--- src/rtl/ltl_mon_pkg.sv ---
// Shared types for the LTL monitor symbol interface: symbol width, symbol type
// and the streamer session FSM states.
package ltl_mon_pkg;

    localparam int SYM_W = 8;

    typedef logic [SYM_W-1:0] sym_t;

    typedef enum logic [1:0] {
        IDLE,
        ARM,
        STREAM,
        DRAIN
    } state_t;

endpackage

--- src/rtl/ltl_sym_fifo.sv ---
// Single-clock symbol FIFO. Occupancy is tracked by a separate count so that
// full and empty stay unambiguous. A push while full is accepted only when a pop
// frees a slot in the same cycle.
module ltl_sym_fifo
    import ltl_mon_pkg::*;
#(
    parameter int DEPTH = 8,
    localparam int CW = $clog2(DEPTH + 1)
) (
    input  logic          clk,
    input  logic          reset,
    input  logic          flush,
    input  logic          push,
    input  logic          pop,
    input  sym_t          din,
    output sym_t          dout,
    output logic          full,
    output logic          empty,
    output logic [CW-1:0] count
);

    localparam int PW = $clog2(DEPTH);

    sym_t          mem [DEPTH];
    logic [PW-1:0] wr_ptr;
    logic [PW-1:0] rd_ptr;
    logic          do_push;
    logic          do_pop;

    assign empty   = (count == '0);
    assign full    = (count == CW'(DEPTH));
    assign do_pop  = pop && !empty;
    assign do_push = push && (!full || do_pop);
    assign dout    = mem[rd_ptr];

    always_ff @(posedge clk) begin
        if (do_push) begin
            mem[wr_ptr] <= din;
        end
    end

    always_ff @(posedge clk) begin
        if (reset || flush) begin
            wr_ptr <= '0;
            rd_ptr <= '0;
            count  <= '0;
        end else begin
            if (do_push) begin
                wr_ptr <= wr_ptr + PW'(1);
            end
            if (do_pop) begin
                rd_ptr <= rd_ptr + PW'(1);
            end
            case ({do_push, do_pop})
                2'b10:   count <= count + CW'(1);
                2'b01:   count <= count - CW'(1);
                default: count <= count;
            endcase
        end
    end

endmodule

--- src/rtl/ltl_symbol_streamer.sv ---
// Packs per-cycle proposition flags into symbols, buffers them and streams them
// into one monitor automaton, timing the automaton reset so that its first
// data cycle carries the first symbol.
module ltl_symbol_streamer
    import ltl_mon_pkg::*;
#(
    parameter int NUM_PROPS   = 8,
    parameter int FIFO_DEPTH  = 8,
    parameter int INIT_CYCLES = 2,
    parameter int DEDUP       = 0,
    parameter int CNT_W       = 16
) (
    input  logic                 clk,
    input  logic                 reset,
    input  logic                 enable_i,
    input  logic                 prop_valid_i,
    input  logic [NUM_PROPS-1:0] prop_i,
    input  logic                 mon_grant_i,
    output logic [SYM_W-1:0]     mon_symbol_o,
    output logic                 mon_run_o,
    output logic                 mon_reset_o,
    output logic                 busy_o,
    output logic                 overflow_o,
    output logic [CNT_W-1:0]     sym_count_o,
    output logic [CNT_W-1:0]     drop_count_o
);

    localparam int INIT_W = $clog2(INIT_CYCLES + 1);
    localparam int FCW    = $clog2(FIFO_DEPTH + 1);

    state_t                state;
    logic [INIT_W-1:0]     init_cnt;
    logic [NUM_PROPS-1:0]  last_vec;
    logic                  have_last;

    sym_t                  push_sym;
    sym_t                  fifo_head;
    logic                  fifo_full;
    logic                  fifo_empty;
    logic [FCW-1:0]        fifo_count;

    logic                  init_done;
    logic                  dup_hit;
    logic                  push_req;
    logic                  issue;
    logic                  drop;

    function automatic logic [CNT_W-1:0] sat_inc(input logic [CNT_W-1:0] v);
        return (&v) ? v : v + CNT_W'(1);
    endfunction

    assign push_sym  = sym_t'(prop_i);
    assign init_done = (init_cnt >= INIT_W'(INIT_CYCLES));
    assign dup_hit   = (DEDUP != 0) && have_last && (prop_i == last_vec);
    assign push_req  = prop_valid_i && (state == ARM || state == STREAM) && !dup_hit;

    // In ARM the first issue is also the edge that releases the automaton reset.
    assign issue = !fifo_empty && mon_grant_i &&
                   ((state == ARM && init_done && enable_i) ||
                    state == STREAM || state == DRAIN);
    assign drop  = push_req && fifo_full && !issue;

    ltl_sym_fifo #(
        .DEPTH (FIFO_DEPTH)
    ) u_fifo (
        .clk   (clk),
        .reset (reset),
        .flush (state == IDLE),
        .push  (push_req),
        .pop   (issue),
        .din   (push_sym),
        .dout  (fifo_head),
        .full  (fifo_full),
        .empty (fifo_empty),
        .count (fifo_count)
    );

    always_ff @(posedge clk) begin
        if (reset) begin
            state        <= IDLE;
            init_cnt     <= '0;
            have_last    <= 1'b0;
            mon_symbol_o <= '0;
            mon_run_o    <= 1'b0;
            mon_reset_o  <= 1'b1;
            busy_o       <= 1'b0;
            overflow_o   <= 1'b0;
            sym_count_o  <= '0;
            drop_count_o <= '0;
        end else begin
            mon_run_o <= issue;
            if (issue) begin
                mon_symbol_o <= fifo_head;
                sym_count_o  <= sat_inc(sym_count_o);
            end
            if (drop) begin
                overflow_o   <= 1'b1;
                drop_count_o <= sat_inc(drop_count_o);
            end
            if (push_req) begin
                last_vec  <= prop_i;
                have_last <= 1'b1;
            end

            case (state)
                IDLE: begin
                    if (enable_i) begin
                        state        <= ARM;
                        busy_o       <= 1'b1;
                        mon_reset_o  <= 1'b1;
                        init_cnt     <= '0;
                        have_last    <= 1'b0;
                        overflow_o   <= 1'b0;
                        sym_count_o  <= '0;
                        drop_count_o <= '0;
                    end
                end
                ARM: begin
                    if (!enable_i) begin
                        state  <= IDLE;
                        busy_o <= 1'b0;
                    end else begin
                        if (!init_done) begin
                            init_cnt <= init_cnt + INIT_W'(1);
                        end
                        if (issue) begin
                            state       <= STREAM;
                            mon_reset_o <= 1'b0;
                        end
                    end
                end
                STREAM: begin
                    if (!enable_i) begin
                        state <= DRAIN;
                    end
                end
                DRAIN: begin
                    if (fifo_count == '0) begin
                        state       <= IDLE;
                        busy_o      <= 1'b0;
                        mon_reset_o <= 1'b1;
                    end
                end
                default: state <= IDLE;
            endcase
        end
    end

endmodule

--- config.mk ---
export PLATFORM = sky130hd
export DESIGN_NAME = ltl_symbol_streamer
export DESIGN_NICKNAME = d
export VERILOG_FILES = /design/src/rtl/ltl_mon_pkg.sv /design/src/rtl/ltl_sym_fifo.sv /design/src/rtl/ltl_symbol_streamer.sv
export SDC_FILE = /design/constraint.sdc
export NUM_CORES = 1
export LEC_CHECK = 0
export CORE_UTILIZATION = 35
export DETAILED_ROUTE_END_ITERATION = 10
export PLACE_DENSITY = 0.64
export SLEW_MARGIN = 15
export SYNTH_ARGS = -nofsm -noshare
export SYNTH_HDL_FRONTEND = slang
export SYNTH_SLANG_ARGS = --single-unit
--- constraint.sdc ---
create_clock -name clk -period 3.45 [get_ports clk]
set_input_delay 0.345 -clock clk [delete_from_list [all_inputs] [get_ports clk]]
set_output_delay 0.345 -clock clk [all_outputs]
set_load 0.01 [all_outputs]
# Yosys cells after proc, flatten, opt, wreduce, memory -nomap -nowiden
# Memories as Yosys holds them, arrays and structs flattened. A register that Yosys moved wholly into a read port is not among the register bits.
# Index checks and enable logic that the tools add are counted.
classes:
  n_addsub: 7
  muxes: 32
  n_lt_le_gt_ge: 1
  eq_ne: 14
  reduce_logical: 28
op_table:
  columns: ["cell", "n"]
  rows:
  - ["$mux W16", 8]
  - ["$add A16 B1 Y16 const B", 2]
  - ["$reduce_and A16 Y1", 2]
  - ["$mux W2", 8]
  - ["$ne A2 B2 Y1 const B", 6]
  - ["$reduce_and A4 Y1", 3]
  - ["$mux W1", 11]
  - ["$logic_and A1 B1 Y1", 9]
  - ["$pmux W2 S4", 1]
  - ["$pmux W4 S2", 1]
  - ["$add A3 B1 Y3 const B", 2]
  - ["$eq A2 B2 Y1 const B", 3]
  - ["$pmux W1 S3", 2]
  - ["$logic_or A1 B1 Y1", 5]
  - ["$reduce_and A5 Y1", 1]
  - ["$add A4 B1 Y4 const B", 1]
  - ["$eq A2 B1 Y1 const B", 2]
  - ["$eq A4 B4 Y1 const B", 1]
  - ["$logic_not A4 Y1", 1]
  - ["$pmux W2 S2", 1]
  - ["$reduce_bool A2 Y1", 2]
  - ["$sub A4 B1 Y4 const B", 1]
  - ["$logic_not A1 Y1", 3]
  - ["$ne A3 B3 Y1 const B", 1]
  - ["other kinds (5)", 5]
word_totals:
  word_cells: 94
  mem_count: 1
  in_bits: 13
  regBits: 50
  output_inout_bits: 44
  mem_bits_rw: 64
memory_table:
  columns: ["memory", "depth", "word_bits", "rd", "rd_clocked_by_memory_dff", "wr", "line", "rtl"]
  rows:
  - ["u_fifo.mem", 8, 8, 1, 1, 1, "ltl_sym_fifo.sv:24", "sym_t mem [DEPTH];"]

# Longest topological paths before layout
logic_depth:
  depth_word: 11
  ltp_mapped: 11
  ltp_nobuf: 10

# Cells and area by module
# A second synthesis with hierarchy kept.
hier_totals:
  cells_unflattened: 467
  area_unflattened_um2: 5554.1
by_module_without_submodules:
  columns: ["module", "area_each_um2", "n_inst", "seq_area_each_um2", "cells_each"]
  rows:
  - ["ltl_sym_fifo", 3205.6, 1, 2182.1, 182]
  - ["ltl_symbol_streamer", 2348.5, 1, 960.9, 285]

# Least setup slack after synthesis
# No wires, ideal clock.
synth_path:
  path_type: "register -> register"
  start: "register (tool-made name)"
  end: "register u_fifo.count[2]"
  setup_time_ns: 0.072
  n_path_buf: 1
  setup_slack_ns: 0.694
  arrival_ns: 2.684
  stages_incl_launch_ff: 12
  period_less_slack_ns: 2.756
  path_cell_list: "dfxtp_1 inv_1 ha_1 buf_2 o211a_1 o31ai_1 nor2_1 xor2_1 ha_1 or4_1 a22oi_1 mux2i_1"
synth_rtl:
  columns: ["item", "line", "rtl"]
  rows:
  - ["to (signal assigned)", "ltl_sym_fifo.sv:55", "2'b10: count <= count + CW'(1);"]
  - ["to (signal assigned)", "ltl_sym_fifo.sv:56", "2'b01: count <= count - CW'(1);"]
  - ["to (signal assigned)", "ltl_sym_fifo.sv:57", "default: count <= count;"]
  - ["to (decl)", "ltl_sym_fifo.sv:19", "output logic [CW-1:0] count"]

# Worst setup path after layout
layout_path:
  start: "register state[0]"
  end: "memory u_fifo.mem[6][3] (netlist bit), enable pin"
layout_via:
  elab_chain_cells: 11
layout_lines:
  columns: ["item", "line", "rtl"]
  rows:
  - ["from (decl)", "ltl_symbol_streamer.sv:31", "state_t state;"]
  - ["from (signal assigned)", "ltl_symbol_streamer.sv:80", "state <= IDLE;"]
  - ["from (signal assigned)", "ltl_symbol_streamer.sv:108", "state <= ARM;"]
  - ["from (signal assigned)", "ltl_symbol_streamer.sv:120", "state <= IDLE;"]
  - ["$eq A2 B1 Y1", "ltl_symbol_streamer.sv:55, ltl_symbol_streamer.sv:59", null]
  - ["$logic_and A1 B1 Y1 (2 in a row)", "ltl_symbol_streamer.sv:59", "((state == ARM && init_done && enable_i) ||"]
  - ["$logic_or A1 B1 Y1", "ltl_symbol_streamer.sv:59", null]
  - ["$logic_or A1 B1 Y1", "ltl_symbol_streamer.sv:60", "state == STREAM || state == DRAIN);"]
  - ["$logic_and A1 B1 Y1", "ltl_symbol_streamer.sv:58", "assign issue = !fifo_empty && mon_grant_i &&"]
  - ["$logic_and A1 B1 Y1", "ltl_sym_fifo.sv:32", "assign do_pop = pop && !empty;"]
  - ["$logic_or A1 B1 Y1", "ltl_sym_fifo.sv:33", "assign do_push = push && (!full || do_pop);"]
  - ["$logic_and A1 B1 Y1 (*)", "ltl_sym_fifo.sv:33", null]
  - ["$mux W1 (*)", "ltl_sym_fifo.sv:37", "if (do_push) begin"]
  - ["$mux W1 (implied by the code) (*)", "ltl_sym_fifo.sv:38", "mem[wr_ptr] <= din;"]
  - ["to (decl)", "ltl_sym_fifo.sv:24", null]
# Mark *: on every way between the ends. The rest lies on a longest branch, timed or not.

==> flow_metrics.py <==
metrics = {
    "status": {
        "outcome": "finished, violations left",
        "violations": "DRC",
    },
    "yosys": {
        "synth_top_family_by_area": "simple AND/OR/NAND/NOR gates",
        "synth.net_count": 478,
        "synth_cell_types": 53,
        "synth-main-ff-cell": "edfxtp_1",
        "syn_area_per_cell_um2": 11.8,
        "synth_area_um2": 5350,
        "synthTopCellsByArea": "edfxtp_1, dfxtp_1, mux4_2",
        "synth_top_area_share_pct": 35.9,
        "synthArstFlopShare_pct": 0,
        "synthSimpleGateAreaFrac_pct": 15.9,
        "synth_seq_cells": 122,
        "syn_inst": 455,
        "synthAdderAreaFrac_pct": 2.34,
        "yosysTopAreaCell": "edfxtp_1",
        "synth_compound_area_share_pct": 10.2,
        "synthMuxAreaShare_pct": 9.59,
        "synth-seq-area-share_pct": 57.6,
        "yosysWarnings": 0,
        "synth-edff-count": 64,
        "synthXorXnorAreaFrac_pct": 2.13,
    },
    "min_path": {
        "min_path_type": "flop to flop",
    },
    "power_and_ir_drop": {
        "ir_worst_vdd_v": 0.000463,
        "p_leak_nw": 2.19,
        "p_per_area_nw_per_um2": 513,
    },
    "grt": {
        "grt_use_total_pct": 16.3,
        "grt_pass1_wl_um": 19700,
        "grt-ovfl-total": 0,
        "grt_max_degree": 24,
        "grt_pass1_vias": 3727,
        "grt_antenna_before_repair": 0,
    },
    "layout": {
        "fin_cells": 721,
        "diodes": 0,
        "syn_to_final_growth_pct": 26.5,
        "nets": 547,
        "layout-drive-gt1-share_pct": 12.8,
    },
    "route": {
        "antenna_left": 0,
        "finalWirelength_um": 12000,
        "drtPass1Iterations": 8,
        "wl_per_cell_um": 16.7,
        "viasPerCell": 5.43,
        "vias": 3916,
        "drt-initial-drc-count": 199,
        "drc_errors": 9,
    },
    "critical_path": {
        "critPathArrivalTime_ps": 2820,
        "crit_buf_inv": 1,
        "cp_cell_sequence": "ha_1 > o211a_1 > o31ai_1 > buf_4 > a31oi_1 > nand2_1 > nor2_1",
        "worst-setup-path-type": "flop to flop",
        "cpMaxStageDelayCell": "nor2_1",
        "cp_slowest_stage_delay_ps": 540,
        "path_max_fanout": 11,
        "required_ps": 3500,
        "cpLargestDelayFamily": "simple AND/OR/NAND/NOR gates",
        "critPathLaunchType": "flop",
        "setup.worst_path.end_class": "flop",
    },
    "sta": {
        "period_share_pct": 80.3,
        "clock_skew_ps": 9.37,
        "worstMarginPinSlew_ps": 816,
        "maxSlewHeadroom_pct": 45.5,
        "fmax_mhz": 361,
        "setup_viol": 0,
        "report.final.slew_viol_count": 0,
        "setup_tns_ps": 0,
        "hold_violations": 0,
        "rsz0062_at_grt": "no",
        "fin_crit_ps": 2770,
    },
    "job": {
        "cap_violations": 0,
    },
    "floorplan": {
        "die_area_um2": 15800,
        "die_w_um": 126,
        "core-area_um2": 14700,
        "die_y_um": 126,
        "num_rows": 44,
        "start_util_pct": 36.4,
        "io_pins": 57,
    },
    "clock_tree": {
        "clk_latency_ps": 420,
        "holdBufCountCts": 0,
        "cts_buffers": 17,
        "cts_resized": 0,
        "path_clk_slew_ps": 50,
        "clock_sinks": 122,
        "htreeDepth": 4,
        "clock_path_buffers": 2,
        "tritoncts": "done",
        "root_buffer": "clkbuf_16",
        "post_cts_buffers": 0,
    },
    "placed_design": {
        "io_buffer_count": 56,
        "gp_congestion": 0.882,
        "hpwlAfterDp_um": 8310,
        "dp.cells": 689,
    },
}
## worst reg2reg max path, cell delays in order (launching register included)
cell and delay (ps):
dfxtp_1 390, ha_1 410, o211a_1 240, o31ai_1 80
buf_4 170, a31oi_1 360, nand2_1 220, nor2_1 540
## registers in the layout, indices dropped and copies added, names as in the netlist, named ones only
register,count
mon_run_o,1
busy_o,1
sym_count_o,16
mon_symbol_o,8
drop_count_o,16
init_cnt,2
u_fifo.rd_ptr,3
state,1
overflow_o,1
u_fifo.count,4
u_fifo.wr_ptr,3
u_fifo.mem,64
mon_reset_o,1
## cell usage after synthesis (2+ instances only)
cell,number
a2111oi_0,2
nor4_1,2
buf_1,4
xor2_1,4
a31oi_1,6
clkbuf_1,12
nand3_1,17
a21boi_1,2
and3_1,7
nand4_1,11
o21ai_1,2
nor2_1,47
a21oi_1,21
a211oi_1,16
o21ai_0,14
mux2_2,2
or2_2,2
nor3_1,13
o211ai_1,4
or3_1,7
ha_1,10
dfxtp_1,58
xnor2_1,9
or4_1,7
inv_1,6
mux2i_1,13
a21o_1,4
buf_6,2
o31ai_1,4
nor4b_1,2
and4_1,2
edfxtp_1,64
mux4_2,16
buf_2,3
nand2_1,37
nand2b_1,6
## cell type report
class	count	area, um^2
fill	1283	7930
sequential	122	3080
multi-input combinational	306	2150
timing repair buffer	71	673
clock buffer	23	500
tap	184	230
clock inverter	9	110
inverter	6	22.5
## path summary, 6_finish.rpt
check                                        end  slack (ps)        start  depth (start not counted)
worst max-delay path            u_fifo.mem[6][3]         680     state[0]                          7
worst min-delay path                 init_cnt[0]         490  init_cnt[0]                          2
worst max register to register  u_fifo.mem[6][3]         680     state[0]                          7
worst min register to register       init_cnt[0]         490  init_cnt[0]                          2
## stage by stage
step,instance area (um^2),setup WS [ps],hold WS [ps],util [%],power (mW)
floorplan,5350,694,436,-,1.64
detailed placement,6160,668,480,41.9,1.70
CTS,6770,679,492,46.1,3.51
global route,6770,450,515,46.1,3.58
global placement,6160,796,444,41.9,1.70
finish,6770,681,486,46.1,3.47
## layout by cell type, fill, tap and decap left out, types with 9 or more instances in the layout
| cell type | count |
|---|---|
| a211oi_1 | 16 |
| a21oi_1 | 21 |
| buf_4 | 15 |
| clkbuf_16 | 19 |
| clkdlybuf4s50_1 | 56 |
| dfxtp_1 | 58 |
| edfxtp_1 | 64 |
| ha_1 | 10 |
| mux2i_1 | 13 |
| mux4_2 | 16 |
| nand2_1 | 37 |
| nand3_1 | 17 |
| nand4_1 | 11 |
| nor2_1 | 47 |
| nor3_1 | 13 |
| o21ai_0 | 14 |
| xnor2_1 | 9 |
## power breakdown
group          switching (mW)  internal, mW  total (mW)  leakage [nW]
combinational          0.0763        0.0480       0.124         0.858
clock                   0.637          1.17        1.80         0.290
sequential            0.00645          1.54        1.54          1.04
total                   0.720          2.75        3.47          2.19
## metal layers
| layer | up-vias | GRT usage, % | wire length [um] | part of all wire [%] |
|---|---|---|---|---|
| li1 | 1872 | - | - | - |
| met1 | 1914 | 20.4 | 5320 | 44 |
| met2 | 112 | 27.1 | 5960 | 50 |
| met3 | 18 | 4.04 | 537 | 4.5 |
| met4 | 0 | 6.31 | 197 | 1.6 |
| met5 | - | 0 | 0 | 0 |
## cell families after synthesis
family	Yosys count
AO/OA/AOI/OAI	84
flip-flops	122
buffers and inverters	27
multiplexers	31
AND/OR/NAND/NOR	168
adder cells (fa/ha/maj)	10
XOR/XNOR	13
Power figures use the tool's default switching activity.
